<file path="src/rtl/clk_ctrl_pkg.sv">
// rtl/clk_ctrl_pkg.sv - shared types and default widths for the clock divider controller
package clk_ctrl_pkg;

  // Default width of the divide-ratio input (half-period minus one)
  localparam int DIV_W_DEF = 8;

  // Default width of the tick counter
  localparam int CNT_W_DEF = 16;

  // Controller states; encodings fixed so external tools can decode them
  typedef enum logic [1:0] {
    IDLE = 2'd0,
    RUN  = 2'd1,
    STOP = 2'd2
  } state_e;

endpackage

</file>
<file path="src/rtl/clk_ctrl_div.sv">
// rtl/clk_ctrl_div.sv - half-period counter and divided-clock toggle register
module clk_ctrl_div
  import clk_ctrl_pkg::*;
#(
  parameter int DIV_W = DIV_W_DEF
) (
  input  logic             clk_clk,
  input  logic             rst_clk,
  input  logic             enable,
  input  logic             clear,
  input  logic [DIV_W-1:0] div_q,
  output logic             clk_div,
  output logic             toggle
);

  logic [DIV_W-1:0] cnt;

  // The divided clock flips at the edge that ends this cycle whenever this is high
  assign toggle = enable && (cnt == div_q);

  // Count the half period; wrap to zero and flip the output at the terminal count
  always_ff @(posedge clk_clk or posedge rst_clk) begin
    if (rst_clk) begin
      cnt     <= '0;
      clk_div <= 1'b0;
    end else if (clear) begin
      cnt     <= '0;
      clk_div <= 1'b0;
    end else if (enable) begin
      if (cnt == div_q) begin
        cnt     <= '0;
        clk_div <= ~clk_div;
      end else begin
        cnt <= cnt + 1'b1;
      end
    end
  end

endmodule

</file>
<file path="src/rtl/clk_ctrl.sv">
// rtl/clk_ctrl.sv - divided-clock generator with start/stop FSM; optional tick counter via CLK_CTRL_TICK_CNT_EN
module clk_ctrl
  import clk_ctrl_pkg::*;
#(
  parameter int DIV_W = DIV_W_DEF,
  parameter int CNT_W = CNT_W_DEF
) (
  input  logic             clk_clk,
  input  logic             rst_clk,
  input  logic             start_i,
  input  logic             stop_i,
  input  logic [DIV_W-1:0] div_i,
  output logic             clk_div_o,
  output logic             tick_o,
  output logic             busy_o,
  output logic             done_o,
  output logic [CNT_W-1:0] tick_cnt_o
);

  state_e           state;
  state_e           state_nxt;
  logic [DIV_W-1:0] div_q;
  logic             start_acc;
  logic             div_en;
  logic             toggle;
  logic             clk_div;
  logic             rise;

  // A start is only honoured from IDLE; it also clears the divider
  assign start_acc = (state == IDLE) && start_i;

  // Divider runs in RUN unless a stop lands in the low phase, and always in STOP
  // so the high phase is never cut short
  assign div_en = ((state == RUN) && !(stop_i && !clk_div)) || (state == STOP);

  // Rising toggle of the divided clock
  assign rise = toggle && !clk_div;

  clk_ctrl_div #(
    .DIV_W (DIV_W)
  ) u_div (
    .clk_clk (clk_clk),
    .rst_clk (rst_clk),
    .enable  (div_en),
    .clear   (start_acc),
    .div_q   (div_q),
    .clk_div (clk_div),
    .toggle  (toggle)
  );

  assign clk_div_o = clk_div;

  // Next-state logic; stop beats start once running, start beats stop in IDLE
  always_comb begin
    state_nxt = state;
    case (state)
      IDLE: begin
        if (start_i) begin
          state_nxt = RUN;
        end
      end
      RUN: begin
        if (stop_i) begin
          if (!clk_div || toggle) begin
            state_nxt = IDLE;
          end else begin
            state_nxt = STOP;
          end
        end
      end
      STOP: begin
        if (toggle) begin
          state_nxt = IDLE;
        end
      end
      default: state_nxt = IDLE;
    endcase
  end

  // State, captured ratio and registered status strobes
  always_ff @(posedge clk_clk or posedge rst_clk) begin
    if (rst_clk) begin
      state  <= IDLE;
      div_q  <= '0;
      busy_o <= 1'b0;
      done_o <= 1'b0;
      tick_o <= 1'b0;
    end else begin
      state  <= state_nxt;
      busy_o <= (state_nxt != IDLE);
      done_o <= (state != IDLE) && (state_nxt == IDLE);
      tick_o <= rise;
      if (start_acc) begin
        div_q <= div_i;
      end
    end
  end

`ifdef CLK_CTRL_TICK_CNT_EN
  logic [CNT_W-1:0] tick_cnt;

  // Count divided-clock rising edges since the last accepted start; wraps freely
  always_ff @(posedge clk_clk or posedge rst_clk) begin
    if (rst_clk) begin
      tick_cnt <= '0;
    end else if (start_acc) begin
      tick_cnt <= '0;
    end else if (rise) begin
      tick_cnt <= tick_cnt + 1'b1;
    end
  end

  assign tick_cnt_o = tick_cnt;
`else
  assign tick_cnt_o = '0;
`endif

endmodule
</file>
<file path="config.mk">
export PLATFORM = sky130hd
export DESIGN_NAME = clk_ctrl
export DESIGN_NICKNAME = d
export VERILOG_FILES = /design/src/rtl/clk_ctrl_pkg.sv /design/src/rtl/clk_ctrl_div.sv /design/src/rtl/clk_ctrl.sv
export SDC_FILE = /design/constraint.sdc
export NUM_CORES = 1
export LEC_CHECK = 0
export ABC_AREA = 1
export ABC_CLOCK_PERIOD_IN_PS = 3800
export CORE_MARGIN = 2
export CORE_UTILIZATION = 51
export CTS_CLUSTER_DIAMETER = 100
export DETAILED_ROUTE_END_ITERATION = 16
export PLACE_DENSITY = 0.79
export RECOVER_POWER = 50
export SLEW_MARGIN = 20
export SYNTH_ARGS = -nofsm -noshare
export SYNTH_HDL_FRONTEND = slang
export SYNTH_SLANG_ARGS = --single-unit
</file>
<file path="constraint.sdc">
create_clock -name clk_clk -period 3.8 [get_ports clk_clk]
set_input_delay 0.95 -clock clk_clk [delete_from_list [all_inputs] [get_ports clk_clk]]
set_output_delay 0.95 -clock clk_clk [all_outputs]
set_load 0.05 [all_outputs]
</file>
==> results of run 1 <==
-- layer usage --
metal | routed length [um] | global-route usage (%)
met5 | 0 | 0
met4 | 53 | 8.974
met3 | 89 | 2.542
met2 | 962 | 28.81
met1 | 958 | 22.44
-- synth_stat cells --
cell,number,area [um2]
nand3_1,7,35.03
xor2_1,5,43.79
nand2_1,47,176.4
inv_2,1,3.750
nand3_2,2,20.02
o21a_1,1,7.510
buf_6,1,11.26
dfrtp_1,22,550.5
o22ai_1,1,6.260
o21ai_0,8,40.04
o21ai_1,1,5.000
buf_4,17,127.6
nor2_1,10,37.54
ha_1,1,12.51
conb_1,1,3.750
o21ai_2,1,8.760
inv_1,18,67.56
nor2_2,4,25.02
xnor2_1,4,35.03
a21oi_1,3,15.01
nand2_4,1,11.26
-- cell families after synthesis --
group / synth area share (%)
DFF: 44.27
and+or+nand+nor: 24.55
AOI/OAI and AO/OA: 6.640
buffers and inverters: 16.90
other: 0.3015
xor gates and xnor gates: 6.338
adders and majority gates: 1.006
-- power groups by stage --
| stage | Combinational (mW) | Clock (mW) | Sequential, mW |
|---|---|---|---|
| 2_1_floorplan | 0.172 | 0 | 0.321 |
| 3_3_place_gp | 0.214 | 0 | 0.306 |
| 3_5_place_dp | 0.219 | 0 | 0.309 |
| 4_1_cts | 0.219 | 0.132 | 0.304 |
| 5_1_grt | 0.244 | 0.143 | 0.309 |
| 6_report | 0.215 | 0.129 | 0.304 |
-- per-stage QoR --
step | utilization [%] | hold slack, ns
finish | 61.10 | 0.5197
global route | 61.10 | 0.5493
CTS | 61.32 | 0.5257
detailed placement | 59.71 | 0.4965
global placement | 59.71 | 0.4884
floorplan | - | 0.4692
-- registers in the layout (all words and copies together), names as in the netlist --
name           cells
u_div.cnt          8
busy_o             1
tick_o             1
done_o             1
u_div.clk_div      1
div_q              8
state              2
-- path summary, 6_finish.rpt --
| path | from | end | slack, ns | cells after the start |
|---|---|---|---|---|
| worst max-delay path | u_div.clk_div$_DFFE_PP0P_ | clk_div_o | 1.29 | 1 |
| worst min-delay path | div_q[3]$_DFFE_PP0P_ | div_q[3]$_DFFE_PP0P_ | 0.52 | 2 |
| worst max register to register | state[1]$_DFF_PP0_ | u_div.cnt[5]$_DFFE_PP0P_ | 2.31 | 6 |
| worst min register to register | div_q[3]$_DFFE_PP0P_ | div_q[3]$_DFFE_PP0P_ | 0.52 | 2 |
| max in group asynchronous | rst_clk | u_div.cnt[1]$_DFFE_PP0P_ | 2.08 | 2 |
| min in group asynchronous | rst_clk | u_div.cnt[0]$_DFFE_PP0P_ | 1.22 | 2 |
-- final cells by class --
cell class / instances / share of cell area [%]
clock buffers: 4 / 2.634
inverters: 19 / 5.177
multi-input cells: 112 / 38.78
flip-flops and latches: 22 / 39.96
well taps: 28 / 2.543
repair buffers: 15 / 10.90
==> impl_metrics.ini, run 1 <==
[grt]
grt_max_degree = 23
grt_overflow = 0
antenna_found_initial = 0
grt_pass1_vias = 850
grt_pass1_wl_um = 3553
grt_usage_pct = 17.63

[setup_path]
start_kind = flip-flop
critPathArrivalTime_ns = 1.56
max_stage_delay_ns = 0.83
crit_buf_inv = 1
critical_path_class = reg2out
critPathRequiredTime_ns = 2.85
crit_slowest_cell = clkdlybuf4s50_1
crit_chain = clkdlybuf4s50_1
worstPathMaxFanout = 5
endpoint_kind = primary output
crit_family = buffers and inverters

[route]
drt_iter0_drc = 8
wl_per_cell_um = 10.32
drc = 0
via_per_inst = 4.595
drt-total-wl_um = 2063
drtAntennaViolNets = 0
via_count = 919
dr.pass1.iters = 4

[floorplanning]
core-area_mm2 = 0.002255
die-area_mm2 = 0.002849
initial_core_util_pct = 55.16
fp.dieW_um = 53.38
placement_rows = 17
die_y_um = 53.38
boundaryPins = 32

[timing]
fin_crit_sh_pct = 66.10
hold_viol = 0
final.min_clock_period_ns = 2.512
tns_ns = 0
slew-limit-headroom_pct = 45.96
fin_ws_ns = 1.288
setup_viol = 0
tightest_slew_ns = 0.8097
max_freq_mhz = 398.1
rsz0062_at_grt = false
fin_skew_ns = 0.006039
drv_slew = 0

[clock_network]
clockBufferDepth = 2
path_clk_slew_ns = 0.11
hold_buffers = 0
postCtsSetupBuffers = 0
cts-root-buf = clkbuf_4
cts_inserted_buffers = 3
cts_tree = built
clk_latency_ns = 0.31
cts_resized = 0
h-tree-depth = 1
clkSinkCount = 22

[yosys]
synth-seq-cells = 22
syn_inst = 156
ys_warn_count = 0
avgSynthCellArea_um2 = 7.972
syn-cell-area_mm2 = 0.001244
ys_types = 21
ys_seq_area_share_pct = 44.27

[power_and_ir_drop]
p_switching_mw = 0.2473
peakVddDrop_mv = 0.3089
intPower_mw = 0.4010
p_sw_share_pct = 38.15
report.power.total_mw = 0.6483
pwr-share-comb_pct = 33.2
pwr-share-seq_pct = 46.9
powerDensity_mw_per_mm2 = 470.6
clockPowerShare_pct = 19.9
leakage_nw = 0.7147

[layout]
final.fill_count = 208
regArea_um2 = 550.5
area_growth_pct = 10.76
final_common_cell = nand2_1
diodes = 0
layout.cells.non_filler = 200
drive_gt1_share_pct = 6.977
fin_nets = 186
final_cell_mix = nand2_1, dfrtp_1, inv_1
multiInputGateArea_um2 = 534.3
finish.instance_area_mm2 = 0.001378

[run_status]
status = completed

[run]
drv_cap = 0

[placed_design]
place_ws_ns = 1.444
postPlaceCellArea_mm2 = 0.001346
gp_congestion = 0.7940
hpwl_um = 1637
dpl.cell_count = 196
numPortBuffers = 15

[min_path]
min_path_type = reg2reg
Power figures use the tool's default switching activity.
==> run 2: changes to the inputs <==
--- a/config.mk
+++ b/config.mk
@@ -6,12 +6,12 @@
 export NUM_CORES = 1
 export LEC_CHECK = 0
 export ABC_AREA = 1
-export ABC_CLOCK_PERIOD_IN_PS = 3800
+export ABC_CLOCK_PERIOD_IN_PS = 2200
 export CORE_MARGIN = 2
-export CORE_UTILIZATION = 51
+export CORE_UTILIZATION = 43
 export CTS_CLUSTER_DIAMETER = 100
 export DETAILED_ROUTE_END_ITERATION = 16
-export PLACE_DENSITY = 0.79
+export PLACE_DENSITY = 0.71
 export RECOVER_POWER = 50
 export SLEW_MARGIN = 20
 export SYNTH_ARGS = -nofsm -noshare
==> constraint.sdc (replaced) <==
create_clock -name clk_clk -period 2.2 [get_ports clk_clk]
set_input_delay 0.55 -clock clk_clk [delete_from_list [all_inputs] [get_ports clk_clk]]
set_output_delay 0.55 -clock clk_clk [all_outputs]
set_load 0.05 [all_outputs]
==> run 2 against run 1 <==
Worst hold slack got worse by 0.00098 ns. Routed wire length rose by 5.3%. Register-to-register slack got worse by 1.6 ns. Final cell count rose by 2.5%. Via count rose by 4.6%. Critical endpoint unchanged. Largest power group unchanged. Highest routed layer unchanged.
==> impl_metrics.ini, run 2 (synthesized netlist as in run 1, its figures left out) <==
[power_and_ir_drop]
pwr-share-seq_pct = 46.3
peakVddDrop_mv = 0.4935
pwr-share-comb_pct = 34.0
p_sw_share_pct = 38.49
clockPowerShare_pct = 19.7
leakage_nw = 0.7207
intPower_mw = 0.6944
powerDensity_mw_per_mm2 = 809.2
p_switching_mw = 0.4345

[grt]
grt_pass1_wl_um = 3857
antenna_found_initial = 0
grt_max_degree = 23
grt_usage_pct = 14.86
grt_pass1_vias = 932
grt_overflow = 0

[timing]
hold_viol = 0
timing.hold.ws_ns = 0.5187
fin_crit_sh_pct = 95.58
tns_ns = 0
fin_skew_ns = 0.002676
max_freq_mhz = 475.6
rsz0062_at_grt = false
final.min_clock_period_ns = 2.103
drv_slew = 0
tightest_slew_ns = 1.202
slew-limit-headroom_pct = 19.89
setup_viol = 0

[floorplanning]
initial_core_util_pct = 45.10
placement_rows = 19
fp.dieW_um = 57.78
core-area_mm2 = 0.002758
die_y_um = 57.78
boundaryPins = 32
die-area_mm2 = 0.003339

[placed_design]
numPortBuffers = 15
dpl.cell_count = 201
hpwl_um = 1685
gp_congestion = 0.8540

[layout]
fin_nets = 188
diodes = 0
drive_gt1_share_pct = 7.471
area_growth_pct = 12.17
biggestRegsByFlops = div_q x8, u_div.cnt x8, state x2
final_cell_mix = nand2_1, dfrtp_1, inv_1
post-route-util_pct = 50.59
final_common_cell = nand2_1
layout.cells.non_filler = 205

[route]
met2_length_um = 1077
drt-met1-wl_um = 971
via_per_inst = 4.688
drt-total-wl_um = 2173
dr.pass1.iters = 4
drc = 0
via_count = 961
drt_iter0_drc = 26
drtAntennaViolNets = 0
met3_length_um = 105
highest_layer = met4
wl_per_cell_um = 10.60

[setup_path]
start_kind = flip-flop
worst-r2r-setup-slack_ns = 0.70
timing.rr.end = u_div.clk_div$_DFFE_PP0P_
worst_r2r_path_depth = 9
crit_family = buffers and inverters
worstPathMaxFanout = 5
endpoint_kind = primary output
critPathRequiredTime_ns = 1.65
critical_path_class = reg2out
crit_buf_inv = 1
crit_chain = clkdlybuf4s50_1
crit_slowest_cell = clkdlybuf4s50_1
max_stage_delay_ns = 0.82
critPathArrivalTime_ns = 1.55
r2r_start = u_div.cnt[4]$_DFFE_PP0P_

[min_path]
holdPathEnd = div_q[6]$_DFFE_PP0P_
hold_path_depth = 2
min_path_type = reg2reg
hp-start = div_q[6]$_DFFE_PP0P_

[run_status]
status = completed

[clock_network]
clk_latency_ns = 0.30
clkSinkCount = 22
postCtsSetupBuffers = 0
clockBufferDepth = 2
cts_tree = built
path_clk_slew_ns = 0.12
cts-root-buf = clkbuf_4
cts_inserted_buffers = 3
h-tree-depth = 1
hold_buffers = 0
cts_resized = 0

[run]
drv_cap = 0
[run 2: per-stage QoR]
stage | power (mW) | setup slack, ns | area (um2)
after floorplan | 0.8510 | 0.8010 | 1300
after global placement | 0.9052 | 0.3295 | 1365
after detailed placement | 0.9244 | 0.2427 | 1365
after CTS | 1.151 | 0.07402 | 1401
after global routing | 1.214 | 0.01358 | 1395
final | 1.129 | 0.09729 | 1395
[run 2: worst max-delay path by stage]
stage	start	end	slack [ns]	cells after the start
floorplan	u_div.clk_div$_DFFE_PP0P_	u_div.cnt[2]$_DFFE_PP0P_	0.80	7
global route	u_div.clk_div$_DFFE_PP0P_	clk_div_o	0.01	1
global placement	stop_i	u_div.cnt[5]$_DFFE_PP0P_	0.33	9
detailed placement	stop_i	u_div.cnt[2]$_DFFE_PP0P_	0.24	9
CTS	u_div.clk_div$_DFFE_PP0P_	clk_div_o	0.07	1
finish	u_div.clk_div$_DFFE_PP0P_	clk_div_o	0.1	1
[run 2: power by group through the flow]
stage                     Combinational (mW)  Sequential [mW]  Clock, mW
after detailed placement               0.392            0.532          0
after CTS                              0.394            0.523      0.233
after global placement                 0.378            0.528          0
after global routing                   0.432            0.534      0.248
after floorplan                        0.297            0.554          0
final                                  0.384            0.522      0.223
[run 2: worst min-delay path, cell delays in order, from the launching register on]
cell and delay, ns:
dfrtp_1 0.38, nand2_1 0.06, nand2_1 0.05
[run 2: area by class of cell]
class                      count  area [um2]
clock buffer                   4       36.28
fill                         266        1363
inverter                      19       71.32
multi-input combinational    112       536.8
sequential                    22       550.5
tap                           31       38.79
timing repair buffer          17       161.4
[run 2: routing by layer]
metal | global-route usage [%] | up-vias
met4 | 6.312 | 0
met1 | 18.64 | 453
met2 | 25.49 | 25
met3 | 2.232 | 2
li1 | - | 481
met5 | 0 | -
